===== config.mk =====
export PLATFORM = sky130hd
export DESIGN_NAME = m_max_relu_gen
export DESIGN_NICKNAME = d
export VERILOG_FILES = /design/src/rtl/m_max_relu_gen.sv
export SDC_FILE = /design/constraint.sdc
export NUM_CORES = 1
export LEC_CHECK = 0
export ABC_AREA = 1
export CORE_MARGIN = 2
export CORE_UTILIZATION = 49
export CTS_CLUSTER_SIZE = 24
export DETAILED_ROUTE_END_ITERATION = 12
export PLACE_DENSITY = 0.82
export RECOVER_POWER = 25
export SLEW_MARGIN = 20
export SYNTH_ARGS = -nofsm -noshare
export SYNTH_HDL_FRONTEND = slang
export SYNTH_SLANG_ARGS = --single-unit

===== constraint.sdc =====
create_clock -name clk_in -period 3.08 [get_ports clk_in]
set_clock_uncertainty 0.15 [all_clocks]
set_input_delay 0.308 -clock clk_in [delete_from_list [all_inputs] [get_ports clk_in]]
set_output_delay 0.308 -clock clk_in [all_outputs]
set_load 0.02 [all_outputs]

===== src/rtl/m_max_relu_gen.sv =====
// Streaming max-pool + ReLU stage: folds WIN valid samples into one pooled value per write strobe,
// NUM_OUT outputs per frame. Optional argmax output enabled by `define MAX_RELU_ARGMAX_EN.
module m_max_relu_gen #(
  parameter  int DATA_W  = 16,
  parameter  int WIN     = 9,
  parameter  int NUM_OUT = 36,
  localparam int CNT_W   = $clog2(WIN),
  localparam int OUT_W   = $clog2(NUM_OUT + 1),
  localparam int IDX_W   = CNT_W
) (
  input  logic                     clk_in,
  input  logic                     rst_n,
  input  logic                     start,
  input  logic                     relu_en,
  input  logic                     in_vld,
  input  logic signed [DATA_W-1:0] map_in,
  output logic signed [DATA_W-1:0] map_out,
  output logic                     wr,
  output logic                     ready
`ifdef MAX_RELU_ARGMAX_EN
  ,
  output logic        [IDX_W-1:0]  map_idx
`endif
);

  typedef enum logic [0:0] {
    ST_RUN  = 1'b0,
    ST_DONE = 1'b1
  } state_t;

  state_t                     state_q, state_d;
  logic signed [DATA_W-1:0]   tmp_max_q, tmp_max_d;
  logic signed [DATA_W-1:0]   map_out_q, map_out_d;
  logic        [CNT_W-1:0]    win_cnt_q, win_cnt_d;
  logic        [OUT_W-1:0]    out_cnt_q, out_cnt_d;
  logic                       wr_q, wr_d;
  logic                       ready_q, ready_d;

  logic signed [DATA_W-1:0]   seed_s;
  logic signed [DATA_W-1:0]   cur_max_s;
  logic                       beat_s;
  logic                       first_s;
  logic                       last_s;
  logic                       take_s;

  // The first sample of a window is compared against the live seed, so a relu_en change
  // between windows is honoured even though tmp_max was reloaded earlier.
  always_comb begin
    seed_s    = relu_en ? {DATA_W{1'b0}} : {1'b1, {(DATA_W-1){1'b0}}};
    first_s   = (win_cnt_q == {CNT_W{1'b0}});
    last_s    = (win_cnt_q == CNT_W'(WIN - 1));
    cur_max_s = first_s ? seed_s : tmp_max_q;
    beat_s    = (map_in > cur_max_s);
    take_s    = (state_q == ST_RUN) && in_vld && !start;
  end

  // Next-state for the window/frame datapath and FSM.
  always_comb begin
    state_d   = state_q;
    tmp_max_d = tmp_max_q;
    map_out_d = map_out_q;
    win_cnt_d = win_cnt_q;
    out_cnt_d = out_cnt_q;
    ready_d   = ready_q;
    wr_d      = 1'b0;
    if (start) begin
      state_d   = ST_RUN;
      tmp_max_d = seed_s;
      win_cnt_d = {CNT_W{1'b0}};
      out_cnt_d = {OUT_W{1'b0}};
      ready_d   = 1'b1;
    end else if (take_s) begin
      if (last_s) begin
        map_out_d = beat_s ? map_in : cur_max_s;
        wr_d      = 1'b1;
        tmp_max_d = seed_s;
        win_cnt_d = {CNT_W{1'b0}};
        out_cnt_d = out_cnt_q + OUT_W'(1);
        if (out_cnt_q == OUT_W'(NUM_OUT - 1)) begin
          ready_d = 1'b0;
          state_d = ST_DONE;
        end else begin
          ready_d = ready_q;
          state_d = ST_RUN;
        end
      end else begin
        tmp_max_d = beat_s ? map_in : cur_max_s;
        win_cnt_d = win_cnt_q + CNT_W'(1);
      end
    end else begin
      wr_d = 1'b0;
    end
  end

  // State and datapath registers.
  always_ff @(posedge clk_in) begin
    if (!rst_n) begin
      state_q   <= ST_RUN;
      tmp_max_q <= seed_s;
      map_out_q <= {DATA_W{1'b0}};
      win_cnt_q <= {CNT_W{1'b0}};
      out_cnt_q <= {OUT_W{1'b0}};
      wr_q      <= 1'b0;
      ready_q   <= 1'b1;
    end else begin
      state_q   <= state_d;
      tmp_max_q <= tmp_max_d;
      map_out_q <= map_out_d;
      win_cnt_q <= win_cnt_d;
      out_cnt_q <= out_cnt_d;
      wr_q      <= wr_d;
      ready_q   <= ready_d;
    end
  end

  assign map_out = map_out_q;
  assign wr      = wr_q;
  assign ready   = ready_q;

`ifdef MAX_RELU_ARGMAX_EN
  logic [IDX_W-1:0] idx_q, idx_d;
  logic [IDX_W-1:0] map_idx_q, map_idx_d;
  logic [IDX_W-1:0] new_idx_s;

  // Position of the running max; only a strictly greater sample moves it.
  always_comb begin
    new_idx_s = beat_s ? win_cnt_q : (first_s ? {IDX_W{1'b0}} : idx_q);
    idx_d     = idx_q;
    map_idx_d = map_idx_q;
    if (start) begin
      idx_d = {IDX_W{1'b0}};
    end else if (take_s) begin
      if (last_s) begin
        map_idx_d = new_idx_s;
        idx_d     = {IDX_W{1'b0}};
      end else begin
        idx_d = new_idx_s;
      end
    end else begin
      idx_d = idx_q;
    end
  end

  // Argmax registers.
  always_ff @(posedge clk_in) begin
    if (!rst_n) begin
      idx_q     <= {IDX_W{1'b0}};
      map_idx_q <= {IDX_W{1'b0}};
    end else begin
      idx_q     <= idx_d;
      map_idx_q <= map_idx_d;
    end
  end

  assign map_idx = map_idx_q;
`endif

endmodule

==> results_dict.tcl <==
set metrics [dict create \
    status "complete, no violations" \
    muxShareOfSynthArea_pct 0 \
    insertion_delay_ns 0.30 \
    numCtsBuffers 5 \
    die_width_um 77.1 \
    cp.required_ns 2.95 \
    synth_nets 388 \
    min_path_type "reg -> reg" \
    layout-drive-gt1-share_pct 17.1 \
    hold_viol_final 0 \
    synth_top_family_by_area "simple AND/OR/NAND/NOR gates" \
    cpLargestDelayFamily "simple AND/OR/NAND/NOR gates" \
    fmax_ghz 0.335 \
    slew_headroom_pct 47.3 \
    crit_fanout 8 \
    cpPeakStageDelay_ns 0.34 \
    synth-xor-area-share_pct 0.335 \
    worstRegToRegCells 17 \
    area_growth_pct 29.4 \
    stdcell_area_um2 3390 \
    setup-violations-final 0 \
    worstSetupEndpointType "flip-flop" \
    dp_worst_setup_slack_ns -0.0332 \
    cp.arrival_ns 2.85 \
    clock_sinks 45 \
    routabilityCongestion 0.889 \
    yosys.area_share.simple_pct 31.9 \
    synth_compound_area_share_pct 7.50 \
    start_util_pct 50.9 \
    final_cells 467 \
    wirelength_um 6540 \
    vdd_drop_max_mv 0.255 \
    critPathKind "reg -> reg" \
    rr_endpoint "tmp_max_q[14]" \
    final_nets 436 \
    hp-start "ready" \
    dp_cells 453 \
    clkTransAtPathRegs_ns 0.08 \
    htree_levels 2 \
    ant_nets 0 \
    synth.distinct_cells 29 \
    r2r-start "win_cnt_q[1]" \
    synthTopCellsByArea "dfxtp_1, edfxtp_1, nand2_1, ha_1, inv_1" \
    setup.worst_path.start_class "flip-flop" \
    cp_num_buf_inv 5 \
    netlist.area_leader.share_pct 22.2 \
    hold-path-endpoint "ready" \
    rrSetupSlack_ns 0.1 \
    hpwl_um 4350 \
    io_buffers 38 \
    n_antenna_cell 0 \
    min_path_cells 2 \
    io_pins 39 \
    drtPass1Iterations 5 \
    syn_area_per_cell_um2 7.52 \
    fin_hold_ws_ns 0.299 \
    rows 26 \
    fin_tns_setup_ns 0 \
    clk_path_buf_depth 2 \
    overflow 0 \
    cts-root-buf "clkbuf_8" \
    fin_crit_ns 2.98 \
    worst_slew_pin_slew_ns 0.789 \
    final_max_slew_viol_count 0 \
    fp.coreArea_um2 5140 \
    drcViolationCount 0 \
    grt_pass1_vias 2305 \
    placed_area_um2 3090 \
    synth.ff_latch_count 45 \
    cap_violations 0 \
    ys_seq_area_share_pct 40.5 \
    avgRoutedWirePerCell_um 14.0 \
    vias 2501 \
    die-area_um2 5940 \
    die_h_um 77.1 \
    grt_pass1_wl_um 10400 \
    synth_area_um2 2620 \
    yosys.area_share.adder_pct 9.08 \
    cts_tree "yes" \
    drtIter0Drc 119 \
    crit_path_top_delay_cell "dfxtp_2" \
    post-route-period-util_pct 96.8 \
    power.density_nw_per_um2 394 \
    cp_cell_sequence "inv_1 -> ha_2 -> inv_2 -> nor3_4 -> inv_2 -> buf_6 -> nand2_1 -> ha_1 -> nand2_1 -> nor2_1 -> a21oi_2 -> nand2_2 -> nand2_4 -> nand3_4 -> buf_6 -> nand2_2 -> a21oi_1" \
    netlist_instances 348 \
    grt_max_degree 28 \
    grt_use_total_pct 21.8 \
    ys.warnings.count 0 \
    routed_via_density 5.36 \
    p_leak_nw 1.60 \
    holdBufCountCts 0 \
    fin_ws_ns 0.0983 \
    antenna_found_initial 0 \
    synth_top_area_cell "dfxtp_1" \
]
## flip-flops by register name (all words and copies together) (netlist names)
name / count
out_cnt_q: 6
win_cnt_q: 4
map_out: 16
tmp_max_q: 16
wr: 1
state_q: 1
ready: 1
## cells in the mapped netlist, drive strengths merged
| library cell | number |
|---|---|
| inv | 55 |
| nor4 | 1 |
| a21oi | 28 |
| clkinv | 1 |
| ha | 19 |
| o21ai | 9 |
| dfxtp | 29 |
| nor3 | 8 |
| nand4 | 19 |
| clkbuf | 4 |
| edfxtp | 16 |
| and3 | 1 |
| or2 | 1 |
| a21o | 1 |
| nor2 | 49 |
| buf | 8 |
| nand3 | 22 |
| xor2 | 1 |
| nand2 | 76 |
## metal layers
layer	vias to the layer above	track usage, %	part of all wire, %
met4	0	6.61	1.7
met2	95	36.8	48
li1	1227	-	-
met3	8	3.65	7.0
met1	1171	28.6	44
met5	-	0	0
## worst min-delay path: cells and delay by family (launching register included)
kind | cells | cell delay (ns)
AND/OR/NAND/NOR | 2 | 0.09
flip-flops | 1 | 0.33
## repair_timing
action,CTS,global route
buffers inserted,0,6
pin swaps,1,11
gates resized for setup,1,33
setup endpoints to repair,19,32
## worst max path at each step
stage                       startpoint             to  slack [ns]  depth (start not counted)
final                     win_cnt_q[1]  tmp_max_q[14]         0.1                         17
after global routing      win_cnt_q[1]   tmp_max_q[4]       -0.04                         16
after CTS                 win_cnt_q[0]  tmp_max_q[10]        0.02                         15
after detailed placement  win_cnt_q[0]  tmp_max_q[15]       -0.03                         15
after global placement    win_cnt_q[0]  tmp_max_q[15]        0.14                         15
after floorplan           win_cnt_q[0]   tmp_max_q[0]        0.22                         17
## cells by family after synthesis
| kind of cell | count (synthesis) |
|---|---|
| xor gates and xnor gates | 1 |
| buffers and inverters | 68 |
| and+or+nand+nor | 177 |
| AOI/OAI and AO/OA | 38 |
| adders and majority gates | 19 |
| DFF | 45 |
## area by class of cell
cell class / count / area (µm²)
clock buffer: 6 / 82.6
clock inverter: 2 / 13.8
fill: 447 / 1750
inverter: 56 / 210
multi-input combinational: 235 / 1400
sequential: 45 / 1060
tap: 70 / 87.6
timing repair buffer: 53 / 524
## where the power goes
group	total (mW)	internal (mW)	switching [mW]	leakage, nW
registers	0.643	0.637	0.00629	0.415
clock network	0.389	0.182	0.207	0.0512
logic	0.301	0.130	0.171	1.13
## layout by cell type (no fill, tap or decap), types with 4 or more instances in the layout
master	n
nand2_1	59
nor3_1	4
clkdlybuf4s50_1	20
buf_6	5
dfxtp_1	27
a21oi_1	23
edfxtp_1	16
ha_4	4
a21oi_2	5
o21ai_0	6
buf_4	9
dlygate4sd3_1	18
nand4_1	19
clkbuf_8	6
nand3_1	17
inv_1	52
nor2_1	47
nand2_2	16
ha_1	14
## per-stage QoR
stage | total power [mW] | util, %
2_1_floorplan | 0.813 | -
3_3_place_gp | 0.875 | 60.1
3_5_place_dp | 0.883 | 60.1
4_1_cts | 1.26 | 62.0
5_1_grt | 1.39 | 65.9
6_report | 1.33 | 65.9
Power figures use the tool's default switching activity.
